===== config.mk =====
export PLATFORM = sky130hd
export DESIGN_NAME = multi_door_alarm_ctrl_flat
export DESIGN_NICKNAME = d
export VERILOG_FILES = /design/src/rtl/multi_door_alarm_ctrl_if.sv /design/src/rtl/multi_door_alarm_ctrl.sv /design/src/flat_wrapper.sv
export SDC_FILE = /design/constraint.sdc
export NUM_CORES = 1
export LEC_CHECK = 0
export BUFFER_PORTS_ARGS = -buffer_cell sky130_fd_sc_hd__buf_2
export CAP_MARGIN = 10
export CELL_PAD_IN_SITES_DETAIL_PLACEMENT = 1
export CELL_PAD_IN_SITES_GLOBAL_PLACEMENT = 2
export CORE_MARGIN = 1
export CORE_UTILIZATION = 29
export CTS_BUF_LIST = sky130_fd_sc_hd__clkbuf_4
export CTS_CLUSTER_SIZE = 14
export DETAILED_ROUTE_END_ITERATION = 6
export PLACE_DENSITY_LB_ADDON = 0.1
export SETUP_SLACK_MARGIN = 0.2
export SLEW_MARGIN = 0
export SYNTH_ARGS = -nofsm -noshare
export SYNTH_HDL_FRONTEND = slang
export SYNTH_SLANG_ARGS = --single-unit

===== constraint.sdc =====
create_clock -name clock -period 3.4 [get_ports clock]
set_clock_uncertainty 0.1 [all_clocks]
set_input_delay 0.34 -clock clock [delete_from_list [all_inputs] [get_ports clock]]
set_output_delay 0.34 -clock clock [all_outputs]
set_load 0.05 [all_outputs]

===== src/rtl/multi_door_alarm_ctrl_if.sv =====
// Signal bundle between the door/ignition front end, the alarm controller and its
// siren, status LED and timer display consumers.
interface multi_door_alarm_ctrl_if #(
  parameter int N_DOORS = 2,
  parameter int TW      = 4
);
  logic               tick_1hz;
  logic               ignition;
  logic               reprogram;
  logic [N_DOORS-1:0] doors;
  logic [TW-1:0]      t_arm_delay;
  logic [TW-1:0]      t_drv_delay;
  logic [TW-1:0]      t_pass_delay;
  logic [TW-1:0]      t_alarm_on;
  logic [2:0]         state;
  logic               siren_en;
  logic               armed;
  logic [1:0]         interval_sel;
  logic [TW-1:0]      count;
  logic [N_DOORS-1:0] trip_door;

  modport master (
    output tick_1hz, ignition, reprogram, doors,
    output t_arm_delay, t_drv_delay, t_pass_delay, t_alarm_on,
    input  state, siren_en, armed, interval_sel, count, trip_door
  );

  modport slave (
    input  tick_1hz, ignition, reprogram, doors,
    input  t_arm_delay, t_drv_delay, t_pass_delay, t_alarm_on,
    output state, siren_en, armed, interval_sel, count, trip_door
  );
endinterface


===== src/rtl/multi_door_alarm_ctrl.sv =====
// N-door anti-theft alarm controller: door edge detection, 1 Hz countdown, entry delay,
// re-triggering siren and a staged ignition/driver-door disarm -> re-arm sequence.
module multi_door_alarm_ctrl #(
  parameter int N_DOORS = 2,
  parameter int TW      = 4
) (
  input  logic                     clock,
  input  logic                     reset,
  multi_door_alarm_ctrl_if.slave   bus
);
  typedef enum logic [2:0] {
    ARMED     = 3'd0,
    TRIGGERED = 3'd1,
    SOUNDING  = 3'd2,
    DIS_IGN   = 3'd3,
    DIS_WAIT  = 3'd4,
    DIS_COUNT = 3'd5
  } state_t;

  localparam logic [1:0] SEL_ARM  = 2'd0;
  localparam logic [1:0] SEL_DRV  = 2'd1;
  localparam logic [1:0] SEL_PASS = 2'd2;
  localparam logic [1:0] SEL_ON   = 2'd3;

  state_t             state_q, state_nxt;
  logic [TW-1:0]      count_q, count_nxt;
  logic [1:0]         sel_q, sel_nxt;
  logic [N_DOORS-1:0] trip_q, trip_nxt;
  logic [N_DOORS-1:0] doors_q;
  logic [N_DOORS-1:0] rise;
  logic               drv_fall;
  logic               siren_q, armed_q;
  logic               counting, expired, any_open;

  // Saturating one-second decrement: the countdown never wraps below zero.
  function automatic logic [TW-1:0] tick_down(input logic [TW-1:0] c, input logic tick);
    return (tick && (c != '0)) ? c - TW'(1) : c;
  endfunction

  assign rise     = bus.doors & ~doors_q;
  assign drv_fall = ~bus.doors[0] & doors_q[0];
  assign any_open = |bus.doors;
  assign counting = (state_q == TRIGGERED) || (state_q == SOUNDING) || (state_q == DIS_COUNT);
  assign expired  = counting && (count_q == '0);

  // Next-state and datapath decode; a load always overrides the tick of the same cycle.
  always_comb begin
    state_nxt = state_q;
    count_nxt = tick_down(count_q, bus.tick_1hz);
    sel_nxt   = sel_q;
    trip_nxt  = trip_q;
    if (bus.reprogram) begin
      state_nxt = ARMED;
      count_nxt = '0;
      sel_nxt   = SEL_DRV;
      trip_nxt  = '0;
    end else if (bus.ignition) begin
      state_nxt = DIS_IGN;
      count_nxt = '0;
      sel_nxt   = SEL_ARM;
      trip_nxt  = '0;
    end else begin
      case (state_q)
        ARMED: begin
          if (|rise) begin
            state_nxt = TRIGGERED;
            trip_nxt  = rise;
            if (rise[0]) begin
              count_nxt = bus.t_drv_delay;
              sel_nxt   = SEL_DRV;
            end else begin
              count_nxt = bus.t_pass_delay;
              sel_nxt   = SEL_PASS;
            end
          end
        end
        TRIGGERED: begin
          trip_nxt = trip_q | rise;
          if (expired) begin
            state_nxt = SOUNDING;
            count_nxt = bus.t_alarm_on;
            sel_nxt   = SEL_ON;
          end
        end
        SOUNDING: begin
          if (expired) begin
            if (any_open) begin
              count_nxt = bus.t_alarm_on;
            end else begin
              state_nxt = ARMED;
              count_nxt = '0;
              sel_nxt   = SEL_DRV;
              trip_nxt  = '0;
            end
          end
        end
        DIS_IGN: begin
          state_nxt = DIS_WAIT;
          count_nxt = '0;
          sel_nxt   = SEL_ARM;
        end
        DIS_WAIT: begin
          if (drv_fall && !any_open) begin
            state_nxt = DIS_COUNT;
            count_nxt = bus.t_arm_delay;
            sel_nxt   = SEL_ARM;
          end
        end
        DIS_COUNT: begin
          // Any open door restarts the wait for a fresh driver-door close.
          if (any_open) begin
            state_nxt = DIS_WAIT;
            count_nxt = '0;
          end else if (expired) begin
            state_nxt = ARMED;
            count_nxt = '0;
            sel_nxt   = SEL_DRV;
            trip_nxt  = '0;
          end
        end
        default: begin
          state_nxt = ARMED;
          count_nxt = '0;
          sel_nxt   = SEL_DRV;
          trip_nxt  = '0;
        end
      endcase
    end
  end

  always_ff @(posedge clock) begin
    if (reset) begin
      state_q <= ARMED;
      count_q <= '0;
      sel_q   <= SEL_DRV;
      trip_q  <= '0;
      doors_q <= '0;
      siren_q <= 1'b0;
      armed_q <= 1'b1;
    end else begin
      state_q <= state_nxt;
      count_q <= count_nxt;
      sel_q   <= sel_nxt;
      trip_q  <= trip_nxt;
      doors_q <= bus.doors;
      siren_q <= (state_nxt == SOUNDING);
      armed_q <= (state_nxt == ARMED);
    end
  end

  assign bus.state        = state_q;
  assign bus.siren_en     = siren_q;
  assign bus.armed        = armed_q;
  assign bus.interval_sel = sel_q;
  assign bus.count        = count_q;
  assign bus.trip_door    = trip_q;

  a_siren_decode: assert property (@(posedge clock) disable iff (reset)
    siren_q == (state_q == SOUNDING));
  a_armed_decode: assert property (@(posedge clock) disable iff (reset)
    armed_q == (state_q == ARMED));
  a_idle_count_zero: assert property (@(posedge clock) disable iff (reset)
    counting || (count_q == '0));
endmodule


===== src/flat_wrapper.sv =====
// flat-port wrapper written by rule: the top's interface ports become plain ports
module multi_door_alarm_ctrl_flat 
#(
  parameter int N_DOORS = 2,
  parameter int TW      = 4
)
  (clock, reset, bus_tick_1hz, bus_ignition, bus_reprogram, bus_doors, bus_t_arm_delay, bus_t_drv_delay, bus_t_pass_delay, bus_t_alarm_on, bus_state, bus_siren_en, bus_armed, bus_interval_sel, bus_count, bus_trip_door);
  multi_door_alarm_ctrl_if #(.N_DOORS(N_DOORS), .TW(TW)) bus_i ();
  input  logic clock;
  input  logic reset;
  input wire logic [$bits(bus_i.tick_1hz)-1:0] bus_tick_1hz;
  input wire logic [$bits(bus_i.ignition)-1:0] bus_ignition;
  input wire logic [$bits(bus_i.reprogram)-1:0] bus_reprogram;
  input wire logic [$bits(bus_i.doors)-1:0] bus_doors;
  input wire logic [$bits(bus_i.t_arm_delay)-1:0] bus_t_arm_delay;
  input wire logic [$bits(bus_i.t_drv_delay)-1:0] bus_t_drv_delay;
  input wire logic [$bits(bus_i.t_pass_delay)-1:0] bus_t_pass_delay;
  input wire logic [$bits(bus_i.t_alarm_on)-1:0] bus_t_alarm_on;
  output wire logic [$bits(bus_i.state)-1:0] bus_state;
  output wire logic [$bits(bus_i.siren_en)-1:0] bus_siren_en;
  output wire logic [$bits(bus_i.armed)-1:0] bus_armed;
  output wire logic [$bits(bus_i.interval_sel)-1:0] bus_interval_sel;
  output wire logic [$bits(bus_i.count)-1:0] bus_count;
  output wire logic [$bits(bus_i.trip_door)-1:0] bus_trip_door;
  assign bus_i.tick_1hz = bus_tick_1hz;
  assign bus_i.ignition = bus_ignition;
  assign bus_i.reprogram = bus_reprogram;
  assign bus_i.doors = bus_doors;
  assign bus_i.t_arm_delay = bus_t_arm_delay;
  assign bus_i.t_drv_delay = bus_t_drv_delay;
  assign bus_i.t_pass_delay = bus_t_pass_delay;
  assign bus_i.t_alarm_on = bus_t_alarm_on;
  assign bus_state = bus_i.state;
  assign bus_siren_en = bus_i.siren_en;
  assign bus_armed = bus_i.armed;
  assign bus_interval_sel = bus_i.interval_sel;
  assign bus_count = bus_i.count;
  assign bus_trip_door = bus_i.trip_door;
  multi_door_alarm_ctrl #(.N_DOORS(N_DOORS), .TW(TW)) u_core (.clock(clock), .reset(reset), .bus(bus_i));
endmodule

Word level (Yosys, flattened, before mapping)
Index checks and enable logic that the tools add are counted.

Output and inout port bits: 13. Bits in registers: 15. Input port bits: 23. Logic and storage cells: 89.

Muxes and demuxes: 36. Equal/unequal tests: 20. Add/subtract/negate cells: 1. Bitwise logic cells: 6. Reductions and logical operators: 18.

Operators with widths (count): 4-bit 2-to-1 mux (9); 3-bit 2-to-1 mux (9); 2-bit 2-to-1 mux (13); 4-bit case mux with 5 select lines (1); 3-bit case mux with 6 select lines (1); 3-bit by 2-bit inequality test with 1-bit output, second input constant (5); 7-bit AND reduction (2); 2-bit case mux with 6 select lines (1); 2-bit by 1-bit inequality test with 1-bit output, second input constant (5); 2-bit case mux with 5 select lines (1); 3-bit by 2-bit == test with 1-bit output, second input constant (3); 2-bit OR reduction (4); 3-bit == test, second input constant (2); 3-bit logical NOT (2); 3-bit inequality test, second input constant (2); 6-bit AND reduction (1); 4-bit logical NOT (1); 2-bit inequality test, second input constant (2); 4-bit nonzero test (1); 4-bit by 1-bit subtractor with 4-bit output, second input constant (1); 3-bit by 1-bit == test with 1-bit output, second input constant (1); 1-bit logical AND (3); 3-bit OR reduction (1); 2-bit bitwise AND (1); other kinds (7) (9).

Longest topological paths before layout
Word-level depth: 10. Gate-level depth with buffers: 7. Gate-level depth less buffers: 7.

Least setup slack after synthesis
OpenSTA, ideal clock, no wires.

Path type: reg2reg. Start point: reg u_core.count_q[0], in the netlist u_core.bus.count[0]. End point: reg u_core.sel_q[1], in the netlist u_core.bus.interval_sel[1]. Data required time: 3230 ps. Clock period less this slack: 2068 ps. Setup time: 70 ps. Arrival: 1898 ps. Path buffers: 0. Cell stages (with the launch flop): 8. Slack: 1332 ps. Path through: dfxtp_1 inv_1 ha_1 or3b_4 a21oi_1 o311a_1 nand2b_1 a21oi_1.

Word-level cells in the longest chain between the ends: 4. Elaborated cells on any way between the ends: 6. Classes of those cells: 3 x eq/ne; 3 x reduce/logical.

RTL lines: from (decl) (line multi_door_alarm_ctrl.sv:26) `logic [TW-1:0] count_q, count_nxt;`; from (signal assigned) (line multi_door_alarm_ctrl.sv:142) `count_q <= count_nxt;`; 4-bit logical NOT * (line multi_door_alarm_ctrl.sv:44) `assign expired = counting && (count_q == '0);`; 1-bit logical AND * (line multi_door_alarm_ctrl.sv:44); 2-bit by 1-bit inequality test with 1-bit output (no line); 7-bit AND reduction (no line) *; to (signal assigned) (line multi_door_alarm_ctrl.sv:143) `sel_q <= sel_nxt;`; to (decl) (line multi_door_alarm_ctrl.sv:27) `logic [1:0] sel_q, sel_nxt;`.

Every way passes the cells marked *; elsewhere a longest branch is shown, timed or not. A chain may end at the register's enable or synchronous reset.

Final worst setup path
Start point: reg u_core.count_q[0], in the netlist u_core.bus.count[0]. End point: reg u_core.sel_q[0], in the netlist u_core.bus.interval_sel[0].

Word-level cells in the longest chain between the ends: 4. Elaborated cells on any way between the ends: 6. Classes of those cells: 3 x eq/ne; 3 x reduce/logical.

RTL lines (line): 4-bit logical NOT * (multi_door_alarm_ctrl.sv:44); 1-bit logical AND * (multi_door_alarm_ctrl.sv:44); 3-bit by 2-bit inequality test with 1-bit output (no line); 7-bit AND reduction (no line) *.

Marked as above.

==> flow_summary.ini <==
[status]
status = finished, final reports clean

[cells_and_area]
fin_area_um2 = 1181
antenna_cells = 0
multi_input_area_um2 = 601.8
syn2layout_area_growth_pct = 25.87
fillCellCount = 418
drive_gt1_frac = 0.2922
final_nets = 180
ff_latch_area_um2 = 300.3

[timing]
rsz0062_at_grt = false
fmaxAchievable_ghz = 0.5067
fin_ws_ns = 1.426
fin_crit_sh = 0.5805
hold_violations = 0
whs_ns = 0.1640
worst_slew_pin_slew_ns = 0.5720
fin_tns_setup_ns = 0
slew_headroom = 0.6179
final_max_slew_viol_count = 0
period_minus_slack_ns = 1.974
setup-violations-final = 0

[placed_design]
dp_hpwl_mm = 2.242
gp_congestion = 0.7846
post-place-ws_ns = 1.488
postPlaceCellArea_um2 = 1151
portBuffers = 35

[route]
vias = 1044
wirelength_mm = 2.904
drt_pass1_iterations = 4
antenna_left = 0
drtIter0Drc = 43
routedWlPerCell_um = 14.67
vias_per_cell = 5.273
drc = 0

[clock_tree]
cts.sinks = 15
ctsHoldBuffers = 0
cts_resized = 0
path_clk_slew_ns = 0.10
clock_path_buffers = 2
root_buffer = clkbuf_4
numCtsBuffers = 3
tritoncts = yes
post_cts_buffers = 0
cts-htree-levels = 1
insertion_delay_ns = 0.29

[critical_path]
rr_worst_depth = 7
worstPathArrival_ns = 2.07
rr_startpoint = u_core.bus.count[0]
r2r_slack_ns = 1.43
critPathLaunchType = register
crit_required_ns = 3.50
regToRegEndpoint = u_core.bus.interval_sel[0]
crit_type = register to register
path_max_fanout = 5
end_kind = register

[logic_synthesis]
synth.yosys.seq_area_share = 0.3200
syn_inst = 118
synth_edf_count = 0
avgSynthCellArea_um2 = 7.953
ys_types = 38
yosysWarnings = 0
synth_seq_cells = 15
syn_area_um2 = 938.4
ys.flop_type = dfxtp_1
syn_nets = 143
ys_async_sr_fraction = 0

[hold_path]
holdPathEnd = u_core.doors_q[0]
worstHoldStart = reset
whs_path_depth = 2
hp-class = input pin to register

[power]
p_switching_mw = 0.1535
power.internal_mw = 0.2847
leakagePower_nw = 0.5042
fin_total_pwr_mw = 0.4381
p_comb_frac = 0.289
ir_drop_mv = 0.1775
share_clk_of_total_power = 0.269
sw_frac_of_total = 0.3503
seqPwrFrac = 0.442
power_density_nw_per_um2 = 370.9

[floorplan]
start_util = 0.3074
io_pins = 36
row_count = 20
dieArea_um2 = 3467
die_w_um = 58.89
die_y_um = 58.89
design.core.area_um2 = 3053

[global_routing]
grt.total_usage = 0.1869
grt_max_degree = 18
gr-total-overflow = 0
antenna_found_initial = 0
grt_pass1_vias = 1042
grt_first_pass_wirelength_mm = 4.857

[flow_run]
maxCapViolCount = 0
-- cell type report --
type | instances | share of cell area
multi-input combinational | 95 | 0.5095
sequential | 15 | 0.2542
timing repair buffer | 35 | 0.1483
tap | 44 | 0.04661
clock buffer | 4 | 0.02542
inverter | 5 | 0.01589
-- sequential cells by signal (all words and copies together) (netlist names) --
signal	flops
u_core.bus.trip_door	2
u_core.bus.count	4
u_core.doors_q	2
u_core.bus.state	3
u_core.bus.armed	1
u_core.bus.siren_en	1
u_core.bus.interval_sel	2
-- Yosys cell counts (3+ instances only) --
library cell   n  area, um^2
a21boi_1       3       22.52
a21oi_1        7       35.03
a222oi_1       4       40.04
dfxtp_1       15       300.3
inv_1          5       18.77
nand2_1       16       60.06
nand2b_1       3       18.77
nor2_1        11       41.29
nor2b_1        7       43.79
nor3_1         7       35.03
o22ai_1        4       25.02
-- layer usage --
layer	track usage	part of all wire	up-vias	wire, um
li1	-	-	515	-
met1	0.2325	0.46	491	1322
met2	0.3295	0.49	34	1419
met3	0.02637	0.045	4	130
met4	0.06122	0.011	0	31
met5	0	0	-	0
-- power groups by stage --
| stage | logic, mW | clock network, mW | registers, mW |
|---|---|---|---|
| floorplan | 0.0683 | 0 | 0.216 |
| global placement | 0.125 | 0 | 0.197 |
| detailed placement | 0.127 | 0 | 0.198 |
| CTS | 0.128 | 0.124 | 0.194 |
| global route | 0.139 | 0.131 | 0.195 |
| finish | 0.126 | 0.118 | 0.194 |
-- worst max path at each step --
stage / from / end
2_1_floorplan: u_core.bus.count[0] / u_core.bus.interval_sel[1]
3_3_place_gp: u_core.bus.count[0] / u_core.bus.interval_sel[0]
3_5_place_dp: u_core.bus.count[0] / u_core.bus.interval_sel[0]
4_1_cts: u_core.bus.count[0] / u_core.bus.interval_sel[0]
5_1_grt: u_core.bus.count[0] / u_core.bus.armed
6_report: u_core.bus.count[0] / u_core.bus.interval_sel[0]
-- per-stage QoR --
stage | utilization | std cells
after floorplan | - | 118
after global placement | 0.3770 | 194
after detailed placement | 0.3770 | 194
after CTS | 0.3869 | 198
after global routing | 0.3869 | 198
final | 0.3869 | 198
-- cells in the final DEF (no fill, tap or decap) --
cell and count:
or3_1 1, xnor2_1 2, ha_1 2, nand3_1 1, a21boi_1 3, o311a_1 1, o22ai_1 4, nor3b_1 1
dfxtp_1 15, clkbuf_4 4, nor2_1 11, nand2_1 16, a32oi_2 1, nor3b_2 1, nand2b_1 3, or3b_4 1
o21a_1 2, nand4b_1 1, nor2b_1 7, a221oi_1 1, a22oi_1 2, or3b_1 1, o21ai_0 2, inv_1 5
a21oi_1 7, a2bb2oi_1 1, o2111ai_1 1, nor3_2 1, or2_2 1, a222oi_1 4, o21ai_1 1, a31oi_1 2
o211ai_2 1, o31ai_1 2, o311ai_1 2, nor3_1 7, nand4_1 1, buf_2 35
-- cell families (layout without fill, tap and decap cells) --
kind of cell	after synthesis	in the layout	synth area share
adder cells (fa/ha/maj)	2	2	0.02666
buffers and inverters	8	44	0.03867
AO/OA/AOI/OAI	37	37	0.2960
AND/OR/NAND/NOR	54	54	0.3000
XOR/XNOR	2	2	0.01867
flip-flops	15	15	0.3200
-- worst max-delay path, cell delays in order (launching register included) --
cell      delay (ns)
dfxtp_1         0.32
inv_1           0.12
ha_1            0.22
or3b_4          0.44
o211ai_2        0.21
o311a_1         0.26
o311ai_1        0.11
o311ai_1        0.11
(Power assumes the default switching activity.)
